--- config.mk ---
export PLATFORM = sky130hd
export DESIGN_NAME = pll_apb_cfg_master
export DESIGN_NICKNAME = d
export VERILOG_FILES = /design/src/rtl/pll_apb_cfg_master.sv
export SDC_FILE = /design/constraint.sdc
export NUM_CORES = 1
export LEC_CHECK = 0
export CAP_MARGIN = 25
export CORE_MARGIN = 10
export CORE_UTILIZATION = 43
export DETAILED_ROUTE_END_ITERATION = 7
export PLACE_DENSITY = 0.83
export SYNTH_ARGS = -nofsm -noshare
export SYNTH_HDL_FRONTEND = slang
export SYNTH_SLANG_ARGS = --single-unit
--- constraint.sdc ---
create_clock -name i_apb_clk -period 2.1 [get_ports i_apb_clk]
set_clock_uncertainty 0.05 [all_clocks]
set_input_delay 0.42 -clock i_apb_clk [delete_from_list [all_inputs] [get_ports i_apb_clk]]
set_output_delay 0.42 -clock i_apb_clk [all_outputs]
set_load 0.01 [all_outputs]
--- src/rtl/pll_apb_cfg_master.sv ---
// pll_apb_cfg_master
//  APB initiator driving the PLL dynamic-reconfiguration port. Single-beat commands
//  from the clock-control logic become APB SETUP/ACCESS transfers. A response pulse
//  returns the read data, or an error when the responder does not answer within
//  TIMEOUT_CYC ACCESS cycles.
//
//  Optional build macro: PLL_DPS_STEP_EN
//   When defined, the block gains dynamic-phase-shift stepping ports. The PLL dps_clk
//   is tied to the APB clock, so everything stays in one clock domain. A step request
//   is accepted only in IDLE when no APB command is offered in the same cycle. Each
//   step is a one-cycle dps_en pulse followed by a wait for dps_done. That wait is
//   bounded by the same timeout counter as the APB path.
//   When the macro is undefined, only the APB path exists.
module pll_apb_cfg_master #(
    parameter int ADDR_W      = 5,
    parameter int DATA_W      = 16,
    parameter int TIMEOUT_CYC = 255
) (
    input  logic              i_apb_clk,
    input  logic              i_apb_rst_n,
    input  logic              i_cmd_valid,
    output logic              o_cmd_ready,
    input  logic              i_cmd_write,
    input  logic [ADDR_W-1:0] i_cmd_addr,
    input  logic [DATA_W-1:0] i_cmd_wdata,
    output logic              o_rsp_valid,
    output logic [DATA_W-1:0] o_rsp_rdata,
    output logic              o_rsp_err,
    output logic              o_apb_sel,
    output logic              o_apb_en,
    output logic              o_apb_write,
    output logic [ADDR_W-1:0] o_apb_addr,
    output logic [DATA_W-1:0] o_apb_wdata,
    input  logic [DATA_W-1:0] i_apb_rdata,
    input  logic              i_apb_ready
`ifdef PLL_DPS_STEP_EN
    ,
    input  logic              i_dps_req,
    input  logic              i_dps_dir_in,
    input  logic [7:0]        i_dps_steps,
    input  logic              i_dps_done,
    output logic              o_dps_busy,
    output logic              o_dps_en,
    output logic              o_dps_dir
`endif
);

    // The timeout counter is sized for the largest legal TIMEOUT_CYC (65535).
    localparam int          CNT_W    = 16;
    localparam logic [CNT_W-1:0] TMO_LAST = CNT_W'(TIMEOUT_CYC - 1);

    typedef enum logic [2:0] {
        ST_IDLE      = 3'd0,
        ST_SETUP     = 3'd1,
        ST_ACCESS    = 3'd2,
        ST_DPS_PULSE = 3'd3,
        ST_DPS_WAIT  = 3'd4
    } state_t;

    state_t              r_state;
    state_t              w_state_next;

    // The APB request fields are captured on accept. They stay frozen until the
    // next accept, so they hold their last value in IDLE.
    logic                r_write;
    logic [ADDR_W-1:0]   r_addr;
    logic [DATA_W-1:0]   r_wdata;
    logic                w_write_next;
    logic [ADDR_W-1:0]   w_addr_next;
    logic [DATA_W-1:0]   w_wdata_next;

    // Counts ACCESS (or step-wait) cycles spent without a handshake.
    logic [CNT_W-1:0]    r_tmo_cnt;
    logic [CNT_W-1:0]    w_tmo_cnt_next;

    // The response is registered. The data and error outputs are zero unless valid is high.
    logic                r_rsp_valid;
    logic                r_rsp_err;
    logic [DATA_W-1:0]   r_rsp_rdata;
    logic                w_rsp_valid_next;
    logic                w_rsp_err_next;
    logic [DATA_W-1:0]   w_rsp_rdata_next;

`ifdef PLL_DPS_STEP_EN
    logic                r_dps_dir;
    logic [7:0]          r_dps_left;
    logic                w_dps_dir_next;
    logic [7:0]          w_dps_left_next;
`endif

    // State register and all datapath registers; reset returns to an idle, empty bus.
    always_ff @(posedge i_apb_clk) begin
        if (!i_apb_rst_n) begin
            r_state     <= ST_IDLE;
            r_write     <= 1'b0;
            r_addr      <= '0;
            r_wdata     <= '0;
            r_tmo_cnt   <= '0;
            r_rsp_valid <= 1'b0;
            r_rsp_err   <= 1'b0;
            r_rsp_rdata <= '0;
`ifdef PLL_DPS_STEP_EN
            r_dps_dir   <= 1'b0;
            r_dps_left  <= '0;
`endif
        end else begin
            r_state     <= w_state_next;
            r_write     <= w_write_next;
            r_addr      <= w_addr_next;
            r_wdata     <= w_wdata_next;
            r_tmo_cnt   <= w_tmo_cnt_next;
            r_rsp_valid <= w_rsp_valid_next;
            r_rsp_err   <= w_rsp_err_next;
            r_rsp_rdata <= w_rsp_rdata_next;
`ifdef PLL_DPS_STEP_EN
            r_dps_dir   <= w_dps_dir_next;
            r_dps_left  <= w_dps_left_next;
`endif
        end
    end

    // Next-state and next-datapath decode; the response defaults to an empty (all-zero) pulse.
    always_comb begin
        w_state_next     = r_state;
        w_write_next     = r_write;
        w_addr_next      = r_addr;
        w_wdata_next     = r_wdata;
        w_tmo_cnt_next   = r_tmo_cnt;
        w_rsp_valid_next = 1'b0;
        w_rsp_err_next   = 1'b0;
        w_rsp_rdata_next = '0;
`ifdef PLL_DPS_STEP_EN
        w_dps_dir_next   = r_dps_dir;
        w_dps_left_next  = r_dps_left;
`endif

        case (r_state)
            ST_IDLE: begin
                w_tmo_cnt_next = '0;
                // An APB command wins over a step request offered in the same cycle.
                if (i_cmd_valid) begin
                    w_write_next = i_cmd_write;
                    w_addr_next  = i_cmd_addr;
                    w_wdata_next = i_cmd_wdata;
                    w_state_next = ST_SETUP;
                end
`ifdef PLL_DPS_STEP_EN
                else if (i_dps_req) begin
                    w_dps_dir_next  = i_dps_dir_in;
                    w_dps_left_next = i_dps_steps;
                    // A request for zero steps has nothing to do, so it responds at once.
                    if (i_dps_steps == 8'd0) begin
                        w_rsp_valid_next = 1'b1;
                    end else begin
                        w_state_next = ST_DPS_PULSE;
                    end
                end
`endif
            end

            ST_SETUP: begin
                w_tmo_cnt_next = '0;
                w_state_next   = ST_ACCESS;
            end

            ST_ACCESS: begin
                // If PREADY arrives on the terminal-count cycle, the transfer completes normally.
                if (i_apb_ready) begin
                    w_rsp_valid_next = 1'b1;
                    w_rsp_rdata_next = r_write ? '0 : i_apb_rdata;
                    w_tmo_cnt_next   = '0;
                    w_state_next     = ST_IDLE;
                end else if (r_tmo_cnt == TMO_LAST) begin
                    w_rsp_valid_next = 1'b1;
                    w_rsp_err_next   = 1'b1;
                    w_tmo_cnt_next   = '0;
                    w_state_next     = ST_IDLE;
                end else begin
                    w_tmo_cnt_next = r_tmo_cnt + 1'b1;
                end
            end

`ifdef PLL_DPS_STEP_EN
            ST_DPS_PULSE: begin
                w_tmo_cnt_next = '0;
                w_state_next   = ST_DPS_WAIT;
            end

            ST_DPS_WAIT: begin
                if (i_dps_done) begin
                    w_tmo_cnt_next = '0;
                    if (r_dps_left == 8'd1) begin
                        w_dps_left_next  = '0;
                        w_rsp_valid_next = 1'b1;
                        w_state_next     = ST_IDLE;
                    end else begin
                        w_dps_left_next = r_dps_left - 8'd1;
                        w_state_next    = ST_DPS_PULSE;
                    end
                end else if (r_tmo_cnt == TMO_LAST) begin
                    w_tmo_cnt_next   = '0;
                    w_dps_left_next  = '0;
                    w_rsp_valid_next = 1'b1;
                    w_rsp_err_next   = 1'b1;
                    w_state_next     = ST_IDLE;
                end else begin
                    w_tmo_cnt_next = r_tmo_cnt + 1'b1;
                end
            end
`endif

            default: begin
                w_tmo_cnt_next = '0;
                w_state_next   = ST_IDLE;
            end
        endcase
    end

    // Bus strobes decode straight from the registered state, so they are glitch-free.
    assign o_cmd_ready = (r_state == ST_IDLE);
    assign o_apb_sel   = (r_state == ST_SETUP) || (r_state == ST_ACCESS);
    assign o_apb_en    = (r_state == ST_ACCESS);
    assign o_apb_write = r_write;
    assign o_apb_addr  = r_addr;
    assign o_apb_wdata = r_wdata;
    assign o_rsp_valid = r_rsp_valid;
    assign o_rsp_err   = r_rsp_err;
    assign o_rsp_rdata = r_rsp_rdata;

`ifdef PLL_DPS_STEP_EN
    assign o_dps_busy = (r_state == ST_DPS_PULSE) || (r_state == ST_DPS_WAIT);
    assign o_dps_en   = (r_state == ST_DPS_PULSE);
    assign o_dps_dir  = r_dps_dir;
`endif

endmodule

======== Word-level counts from Yosys, hierarchy flattened ========
Cells that the tools add are included.
W data, S select, Z words.
storage, ports and cells
  register bits ........................... 59
  memories ................................ 0
  memory bits (read-only) ................. 0
  latch bits .............................. 0
  word-level logic and storage cells ...... 31
  memory bits (writable) .................. 0
cells by class
  reductions and logical operators ........ 8
  divide/modulo/power cells ............... 0
  $mul .................................... 0
  add/subtract/negate cells ............... 1
  shift-type cells ........................ 0
  $lt $le $gt $ge ......................... 0
  bitwise operators ....................... 3
  equality and inequality tests ........... 5
  mux-type cells .......................... 6
operators with widths
  kind                     number
  $add A16 B1 Y16 const B  1
  $eq A16 B8 Y1 const B    1
  $mux W3                  3
  $pmux W3 S3              1
  $reduce_or A4 Y1         2
  $reduce_and A2 Y1        3
  $eq A3 B1 Y1 const B     1
  $eq A3 B2 Y1 const B     1
  $logic_not A3 Y1         1
  $ne A3 B1 Y1 const B     1
  $not A1 Y1               3
  $reduce_or A3 Y1         1
  $mux W1                  2
  $ne A2 B2 Y1 const B     1
  $logic_or A1 B1 Y1       1

======== Logic depth before layout (Yosys ltp) ========
  word-level depth ........................ 4
  gate-level depth with buffers ........... 7
  mapped depth without buffers ............ 6

======== Least setup slack after synthesis ========
Ideal clock, no wire load.
  path type ............................... register -> register
  start ................................... register r_tmo_cnt[0]
  end ..................................... register r_tmo_cnt[14]
  cell stages (with the launch flop) ...... 6
  path buffers ............................ 0
  data arrival time ....................... 1476 ps
  clock period less this slack ............ 1600 ps
  path slack .............................. 500 ps
  path through ............................ dfxtp_1 -> ha_1 -> nand2_1 -> or3_1 -> or3_1 -> a21oi_1
on the way
  longest elaborated chain between the ends .. 2
  elaborated cells between the ends (all ways) .. 3
  those cells by class .................... add/sub: 1; eq/ne: 1; reduce/logical: 1
ends and longest elaborated chain
  what                                                     line  source
  start, declared                                          73    logic [CNT_W-1:0] r_tmo_cnt;
  start signal, assigned                                   111   r_tmo_cnt <= w_tmo_cnt_next;
  branches (longest 2 deep; another with $add A16 B1 Y16)  n/a
Several ways; the timed one is not identified.
A chain may end at the register's enable or synchronous reset.

======== Final worst setup path ========
  start ................................... register r_write, in the netlist o_apb_write
  end ..................................... output port o_apb_write
RTL lines
  what                    line  source
  start, declared         65    logic r_write;
  start signal, assigned  108   r_write <= w_write_next;
  end, declared           31    output logic o_apb_write,
No word-level cell between the ends.

==> flow_summary.yaml <==
synth:
  avgSynthCellArea_sq_um: 9.225
  synth.distinct_cells: 30
  synth_edf_count: 0
  async_flop_share_pct: 0
  ys_top_cells_by_count: "dfxtp_1, nand2_1, a21boi_0"
  syn-num-nets: 284
  synth_seq_cells: 58
  ys_warn_count: 0
  synth_cells: 236
  synth_area_sq_um: 2177
  ys.flop_type: "dfxtp_1"
  yosysMostFrequentCell: "dfxtp_1"
  synth_area_leaders: "dfxtp_1, nand2_1, a21boi_0, and2_1, ha_1"
  post-synth-top-area-fraction_pct: 53.33
  synth_top_area_cell: "dfxtp_1"
  yosysSeqAreaShare_pct: 53.33
drt:
  ant_nets: 0
  wl_per_cell_um: 13.74
  drtPass1Iterations: 4
  via_per_inst: 4.656
  first_iter_violations: 71
  vias: 1853
  drc: 0
  routed_wl_um: 5470
grt:
  grt_max_degree: 28
  met3_usage_pct: 9.959
  grt_pass1_vias: 1893
  antenna_found_initial: 0
  use_met1_pct: 13.76
  overflow: 0
  grt_use_met2_pct: 22.79
  grt_pass1_wl_um: 9301
  gr-usage-all-layers_pct: 13.91
  top_usage_layer: "met2"
clock_network:
  insertion_delay_ns: 0.33
  path_clk_slew_ns: 0.06
  cts_made_buffers: 9
  cts_max_path_buffers: 2
  h-tree-depth: 3
  cts_tree: "built"
  postCtsSetupRepairBufs: 0
  cts_hold_buf: 0
  cts-root-buf: "clkbuf_8"
  cts.sinks: 58
  cts_resized: 0
final_layout:
  area_delta_synth_final_pct: 52.41
  drive_gt1_share_pct: 7.251
  nets: 375
  fin_util_pct: 68.88
  diodes: 0
  final_cell_count_no_fill: 398
sta:
  fin_crit_ns: 1.739
  setup_tns_ns: 0
  hold_viol_final: 0
  setup_slack_ns: 0.3606
  timing.fmax_mhz: 574.9
  finalCritPeriodShare_pct: 82.83
  rsz0062_at_grt: "false"
  drv_slew: 0
  whs_ns: 0.4130
  relSlewSlack_pct: 77.82
  finalSetupViolations: 0
  worstMarginPinSlew_ns: 0.3297
setup_path:
  criticalPathCategory: "register to primary output"
  slowest_stage: "clkdlybuf4s50_1"
  worstPathRequired_ns: 1.63
  worstPathArrival_ns: 1.27
  rr_worst_depth: 5
  path_delay_family: "buffers and inverters"
  r2r-end: "r_tmo_cnt[14]"
  start_kind: "register"
  cp_num_buf_inv: 1
  cp_slowest_stage_delay_ns: 0.58
  r2r_start: "r_tmo_cnt[1]"
  rrSetupSlack_ns: 0.38
  end_kind: "primary output"
  path_cells: "clkdlybuf4s50_1"
  crit_fanout: 3
min_path:
  hp-class: "register to register"
  hp-start: "o_apb_wdata[2]"
  hold_path_end: "o_apb_wdata[2]"
  hold_depth: 2
floorplanning:
  core_sq_um: 4817
  dieHeight_um: 91.16
  die_w_um: 91.16
  boundaryPins: 85
  initial_core_util_pct: 45.19
  rows: 25
  dieArea_sq_um: 8309
pwr:
  p_sw_mw: 0.8160
  max-vdd-ir-drop_uv: 619.8
  pwr-share-clk_pct: 35.2
  power_frac_seq_pct: 41.3
  switching_share_pct: 26.81
  p_comb_share_pct: 23.5
  p_int_mw: 2.227
  leakagePower_nw: 1.262
  p_per_area_nw_per_um2: 917.1
placed_design:
  gp_congestion: 0.8199
  dp_hpwl_um: 4129
  dp_slack_ns: 0.3531
  placed_cells: 383
  io_buffer_count: 84
job:
  cap_violations: 0
status:
  status: "completed"
[layout by cell type (no fill, tap or decap), types with 2 or more instances in the layout]
cell	n
clkinv_2	3
a21oi_1	3
dlymetal6s2s_1	3
nand4_2	2
nand4_1	4
clkdlybuf4s50_1	81
ha_1	6
nor4_1	4
bufinv_16	2
xor2_1	4
nand3_1	4
clkbuf_8	9
mux2i_1	2
nand2_1	53
or3_1	2
a21boi_0	22
dfxtp_1	58
nor3_1	5
xnor2_1	8
and2_1	16
nor2_1	14
buf_4	5
inv_1	9
[sequential cells by signal, indices dropped and copies added, names as in the netlist]
register     count
o_rsp_err        1
o_apb_write      1
o_apb_wdata     16
o_apb_addr       5
r_tmo_cnt       16
o_rsp_rdata     16
r_state          2
o_rsp_valid      1
[routing by layer]
metal	vias to the layer above	routed length, um
met4	0	89
met1	845	2188
met5	-	0
li1	951	-
met2	50	2640
met3	7	552
[power groups by stage]
| stage | logic [mW] | clock network (mW) | registers, mW |
|---|---|---|---|
| 5_1_grt | 0.799 | 1.16 | 1.27 |
| 3_5_place_dp | 0.732 | 0 | 1.28 |
| 4_1_cts | 0.740 | 1.10 | 1.26 |
| 3_3_place_gp | 0.722 | 0 | 1.27 |
| 2_1_floorplan | 0.291 | 0 | 1.32 |
| 6_report | 0.716 | 1.07 | 1.26 |
[how the worst max path moves through the flow]
stage                    endpoint  cells after the start         start  slack (ns)
global placement    r_tmo_cnt[15]                      5   i_apb_rst_n        0.39
floorplan           r_tmo_cnt[14]                      5  r_tmo_cnt[0]        0.50
global route           r_state[0]                      5  r_tmo_cnt[1]        0.24
finish                o_apb_write                      1   o_apb_write        0.36
detailed placement  r_tmo_cnt[13]                      5   i_apb_rst_n        0.35
CTS                     o_apb_sel                      3    r_state[0]       0.003
[through the flow]
stage | power (mW) | instance area [sq um]
2_1_floorplan | 1.607 | 2177
3_3_place_gp | 1.996 | 3104
3_5_place_dp | 2.013 | 3104
4_1_cts | 3.097 | 3311
5_1_grt | 3.228 | 3318
6_report | 3.043 | 3318
[logic make-up after synthesis]
| group | count (synthesis) | synth area share, % |
|---|---|---|
| buf+inv | 19 | 3.390 |
| mux | 2 | 0.9196 |
| compound gates | 28 | 9.253 |
| fa+ha+maj | 6 | 3.448 |
| xor+xnor | 12 | 4.828 |
| simple gates | 111 | 24.83 |
| flops | 58 | 53.33 |
[cell type report]
cell class	instances	area (sq um)
tap	67	83.83
clock buffer	9	123.9
inverter	10	38.79
clock inverter	6	82.58
timing repair buffer	89	885.9
multi-input combinational	159	942.2
fill	382	1499
sequential	58	1161
Power figures use the tool's default switching activity.
